==> src/rtl/shift_execute_unit.sv <==
// shift_execute_unit
// Two-stage pipelined shift unit (SLL, SRL, SRA, ROL) for 32-bit operands.
// Every shift is built from a 32-bit left shifter:
//   right shifts reverse the operand, shift it left, then reverse the result;
//   rotates OR a left shift with a reversed left shift of (32 - amount).
// Uses valid/ready on both sides. flush kills all in-flight ops.
module shift_execute_unit (
   input  logic        clk,
   input  logic        reset,
   input  logic        flush,
   input  logic        in_valid,
   output logic        in_ready,
   input  logic [1:0]  in_op,
   input  logic [31:0] in_a,
   input  logic [4:0]  in_amount,
   input  logic [4:0]  in_rd,
   output logic        out_valid,
   input  logic        out_ready,
   output logic [31:0] out_result,
   output logic [4:0]  out_rd
);

   typedef enum logic [1:0] {
      OP_SLL = 2'b00,
      OP_SRL = 2'b01,
      OP_SRA = 2'b10,
      OP_ROL = 2'b11
   } op_e;

   function automatic logic [31:0] reverse32(input logic [31:0] x);
      logic [31:0] r;
      r = '0;
      for (int i = 0; i < 32; i++) begin
         r[i] = x[31-i];
      end
      return r;
   endfunction

   // Left shift that shifts in 'fill' instead of zeros at the bottom.
   function automatic logic [31:0] shl32(input logic [31:0] x,
                                         input logic [4:0]  s,
                                         input logic        fill);
      logic [31:0] fill_mask;
      fill_mask = fill ? ~(32'hFFFF_FFFF << s) : 32'h0;
      return (x << s) | fill_mask;
   endfunction

   // Stage S1
   logic        v1;
   op_e         op1;
   logic [31:0] a1;
   logic [31:0] rev1;
   logic [4:0]  amt1;
   logic [4:0]  rd1;
   logic        fill1;

   // Stage S2
   logic        v2;
   logic [31:0] result2;
   logic [4:0]  rd2;

   logic        s1_load;
   logic        s2_load;
   logic [31:0] sh_main_in;
   logic [31:0] sh_main;
   logic [4:0]  rot_amt;
   logic [31:0] sh_rot;
   logic [31:0] s1_result;

   assign s2_load    = !v2 || out_ready;
   assign s1_load    = !v1 || s2_load;
   assign in_ready   = s1_load;
   assign out_valid  = v2;
   assign out_result = result2;
   assign out_rd     = rd2;

   // Shared datapath: the main shifter serves all four ops, the second only rotates.
   always_comb begin
      sh_main_in = ((op1 == OP_SLL) || (op1 == OP_ROL)) ? a1 : rev1;
      sh_main    = shl32(sh_main_in, amt1, fill1);
      rot_amt    = 5'd0 - amt1;
      sh_rot     = shl32(rev1, rot_amt, 1'b0);
      s1_result  = '0;
      case (op1)
         OP_SLL:  s1_result = sh_main;
         OP_SRL:  s1_result = reverse32(sh_main);
         OP_SRA:  s1_result = reverse32(sh_main);
         OP_ROL:  s1_result = sh_main | ((amt1 == 5'd0) ? 32'h0 : reverse32(sh_rot));
         default: s1_result = '0;
      endcase
   end

   // Pipeline registers; reset over flush, flush over any load.
   always_ff @(posedge clk) begin
      if (reset) begin
         v1      <= 1'b0;
         op1     <= OP_SLL;
         a1      <= '0;
         rev1    <= '0;
         amt1    <= '0;
         rd1     <= '0;
         fill1   <= 1'b0;
         v2      <= 1'b0;
         result2 <= '0;
         rd2     <= '0;
      end else if (flush) begin
         v1 <= 1'b0;
         v2 <= 1'b0;
      end else begin
         if (s2_load) begin
            v2 <= v1;
            if (v1) begin
               result2 <= s1_result;
               rd2     <= rd1;
            end
         end
         if (s1_load) begin
            v1 <= in_valid;
            if (in_valid) begin
               op1   <= op_e'(in_op);
               a1    <= in_a;
               rev1  <= reverse32(in_a);
               amt1  <= in_amount;
               rd1   <= in_rd;
               fill1 <= (in_op == 2'b10) && in_a[31];
            end
         end
      end
   end

endmodule

==> config.mk <==
export PLATFORM = sky130hd
export DESIGN_NAME = shift_execute_unit
export DESIGN_NICKNAME = d
export VERILOG_FILES = /design/src/rtl/shift_execute_unit.sv
export SDC_FILE = /design/constraint.sdc
export NUM_CORES = 1
export LEC_CHECK = 0
export CORE_ASPECT_RATIO = 0.6
export CORE_MARGIN = 2
export CORE_UTILIZATION = 51
export CTS_CLUSTER_SIZE = 20
export DETAILED_ROUTE_END_ITERATION = 16
export GPL_ROUTABILITY_DRIVEN = 1
export PLACE_DENSITY_LB_ADDON = 0.15
export SETUP_SLACK_MARGIN = 0.02
export SLEW_MARGIN = 20
export SYNTH_ARGS = -nofsm -noshare
export SYNTH_HDL_FRONTEND = slang
export SYNTH_SLANG_ARGS = --single-unit
==> constraint.sdc <==
create_clock -name clk -period 5.45 [get_ports clk]
set_input_delay 0.545 -clock clk [delete_from_list [all_inputs] [get_ports clk]]
set_output_delay 0.545 -clock clk [all_outputs]
set_load 0.02 [all_outputs]
==> results.json <==
{
  "syn_to_final_growth_pct": 14.5,
  "grt_pass1_vias": 7755,
  "wl_per_cell_um": 25.2,
  "placed_cells": 1202,
  "io_buffers": 87,
  "status": "finished clean",
  "crit_family": "compound AO/OA/AOI/OAI gates",
  "drc": 0,
  "first_pass_iters": 7,
  "start_util_pct": 52.4,
  "top_layer": "met5",
  "nFillCells": 1415,
  "powerDensity_nw_per_um2": 217,
  "rrSetupSlack_ps": 1760,
  "cts_tree": "yes",
  "clock_latency_ps": 360,
  "grt_max_degree": 57,
  "hold_start": "out_result[23]",
  "cts_max_level": 3,
  "cts_buffers": 9,
  "hpwl_mm": 22.7,
  "ant_nets": 0,
  "dieWidth_um": 166,
  "post-route-min-period_ps": 3690,
  "crit_slowest_cell": "ha_2",
  "syn_nets": 1048,
  "wl_met1_mm": 12.8,
  "crit_chain": "clkinv_1 -> ha_2 -> buf_4 -> mux4_2 -> nand2_1 -> o21ai_0 -> o211ai_1 -> o211ai_1 -> a211oi_1 -> a21oi_1",
  "drt_iter0_markers": 1778,
  "async_flop_share_pct": 0,
  "io_pins": 88,
  "irDropWorstVdd_mv": 0.161,
  "leakagePower_nw": 3.21,
  "worstMarginPinSlew_ps": 1010,
  "reg2reg_from": "amt1[0]",
  "path_class": "flip-flop to flip-flop",
  "ys.warnings.count": 0,
  "drv_slew": 0,
  "synth_top_area_share_pct": 20.8,
  "hold_path_end": "out_result[23]",
  "max_slew_margin_pct": 32.5,
  "pwr-share-comb_pct": 32.1,
  "min_path_type": "flip-flop to flip-flop",
  "yosysUniqueCellTypes": 80,
  "max_stage_delay_ps": 940,
  "cts_setup_buffers": 0,
  "synth_area_leaders": "dfxtp_1, mux4_2, nand2_1, a21oi_1, mux2_2",
  "crit_top_cell": "o211ai_1",
  "synth_enable_flop_cells": 0,
  "rows": 35,
  "clkSinkCount": 84,
  "finClkSkew_ps": 9.08,
  "die_height_um": 101,
  "end_kind": "flip-flop",
  "nets": 1066,
  "antenna_found_initial": 1,
  "totalWireLength_mm": 30.8,
  "worstRegToRegCells": 10,
  "viasPerCell": 7.07,
  "grt_first_pass_wirelength_mm": 47.6,
  "total_power_mw": 2.01,
  "fin_crit_sh_pct": 67.7,
  "worstPathArrival_ps": 3920,
  "p_int_mw": 1.27,
  "p_seq_share_pct": 34.0,
  "switching_share_pct": 36.9,
  "met2_wirelength_mm": 11.6,
  "rsz0062_at_grt": "false",
  "path_max_fanout": 34,
  "vias": 8620,
  "switchingPower_uw": 740,
  "hold_buffers": 0,
  "min_path_cells": 1,
  "clk_transition_reported_paths_ps": 80,
  "cts-root-buf": "clkbuf_16",
  "stdcell_count": 1219,
  "core_um2": 15400,
  "syn_area_um2": 8070,
  "post_cts_resized": 0,
  "crit_required_ps": 5680,
  "crit_path_start_kind": "flip-flop",
  "synth_cells": 992,
  "tns_ps": 0,
  "gr-total-overflow": 0,
  "synth.ff_latch_count": 84,
  "clkPwrFrac_pct": 33.9,
  "yosysTopAreaCell": "dfxtp_1",
  "die_area_um2": 16900,
  "setup_violations": 0,
  "grt_usage_pct": 36.7,
  "r2r-end": "out_result[1]",
  "avgSynthCellArea_um2": 8.14,
  "fmax_ghz": 0.271,
  "met3WireLength_mm": 5.71,
  "ys_seq_area_share_pct": 20.8,
  "gp_congestion": 1.09,
  "synth_flop_cell": "dfxtp_1",
  "cap_viol_max_count": 0,
  "drive_gt1_share_pct": 16.4,
  "clock_path_buffers": 2,
  "hold_viol": 0,
  "critical_path_buf_inv_count": 2
}
## synthesized netlist by cell type, types with 4 or more instances
master / n
a211o_1: 5
a211oi_1: 12
a21o_1: 6
a21oi_1: 110
a221oi_1: 10
a22oi_1: 8
a31oi_1: 10
a32oi_1: 8
and3_1: 6
buf_1: 10
buf_2: 19
buf_4: 7
clkbuf_1: 63
dfxtp_1: 84
ha_1: 7
inv_1: 12
mux2_2: 37
mux2i_1: 39
mux4_2: 65
nand2_1: 190
nand2b_1: 6
nand3_1: 20
nor2_1: 58
nor2b_1: 5
nor3_1: 27
o211ai_1: 12
o21a_1: 5
o21ai_0: 43
o21ai_1: 13
o221ai_1: 5
o22ai_1: 4
o31ai_1: 4
or3_1: 5
## power by group through the flow
stage	registers [mW]	clock network (mW)	logic (mW)
final	0.682	0.681	0.644
after detailed placement	0.691	0	0.614
after global placement	0.691	0	0.614
after floorplan	0.668	0	0.440
after global routing	0.684	0.712	0.674
after CTS	0.677	0.688	0.616
## kinds of logic after synthesis
kind of cell    count (synthesis)  share of synthesized area [%]
simple gates                  336                           17.9
compound gates                298                           24.0
mux                           146                           29.2
buf+inv                       118                           6.52
flops                          84                           20.8
fa+ha+maj                       7                           1.08
xor+xnor                        3                          0.419
## state kept, by name, summed over array words and instances, names as in the netlist
name,count
rd1,5
v1,1
out_result,32
fill1,1
op1,2
amt1,5
a1,31
out_valid,1
out_rd,5
rev1,1
## worst max path at each step
stage / from / to / slack [ps] / depth (start not counted)
floorplan: amt1[0] / out_result[2] / 1810 / 17
global placement: amt1[0] / out_result[1] / 2010 / 10
detailed placement: amt1[0] / out_result[1] / 1930 / 10
CTS: amt1[0] / out_result[1] / 1910 / 10
global route: amt1[0] / out_result[31] / 1690 / 9
finish: amt1[0] / out_result[1] / 1760 / 10
## cell usage in the layout, fill, tap and decap left out, types with 4 or more instances in the layout
master           instances
buf_4                   22
inv_6                    4
and3_1                   6
dfxtp_1                 82
clkdlybuf4s50_1         86
a221oi_1                10
nand3_1                 20
o211ai_1                12
o21a_1                   5
clkbuf_16                9
a32oi_1                  8
o31ai_1                  4
a211o_1                  5
a211oi_1                12
o21ai_1                 13
inv_1                   11
o22ai_1                  4
nor2b_1                  5
ha_1                     5
mux4_2                  65
a22oi_1                  8
nor3_1                  27
a21oi_1                110
nor2_1                  58
a21o_1                   6
mux2_2                  37
nand2b_1                 6
o21ai_0                 43
o221ai_1                 5
mux2i_1                 39
or3_1                    5
nand2_1                190
a31oi_1                 10
## metrics by stage
step / worst slack [ps] / hold slack [ps] / area (µm²) / utilization, %
final: 1760 / 453 / 9240 / 60.0
after global routing: 1690 / 480 / 9240 / 59.9
after CTS: 1910 / 456 / 9240 / 59.9
after detailed placement: 1930 / 441 / 8920 / 57.9
after global placement: 2010 / 437 / 8920 / 57.9
after floorplan: 1810 / 432 / 8070 / -
## layer usage
layer | global-route usage [%] | vias to the layer above
met3 | 17.6 | 86
met5 | 0 | -
met2 | 47.8 | 733
met1 | 53.7 | 4033
met4 | 8.49 | 2
li1 | - | 3766
## cell type report
class / count / area, µm² / area share [%]
multi-input combinational: 790 / 5880 / 63.6
clock inverter: 6 / 76.3 / 0.826
clock buffer: 10 / 239 / 2.59
inverter: 15 / 56.3 / 0.609
sequential: 84 / 1680 / 18.2
tap: 203 / 254 / 2.75
antenna: 1 / 2.50 / 0.0271
timing repair buffer: 110 / 1050 / 11.4
(Power assumes the default switching activity.)
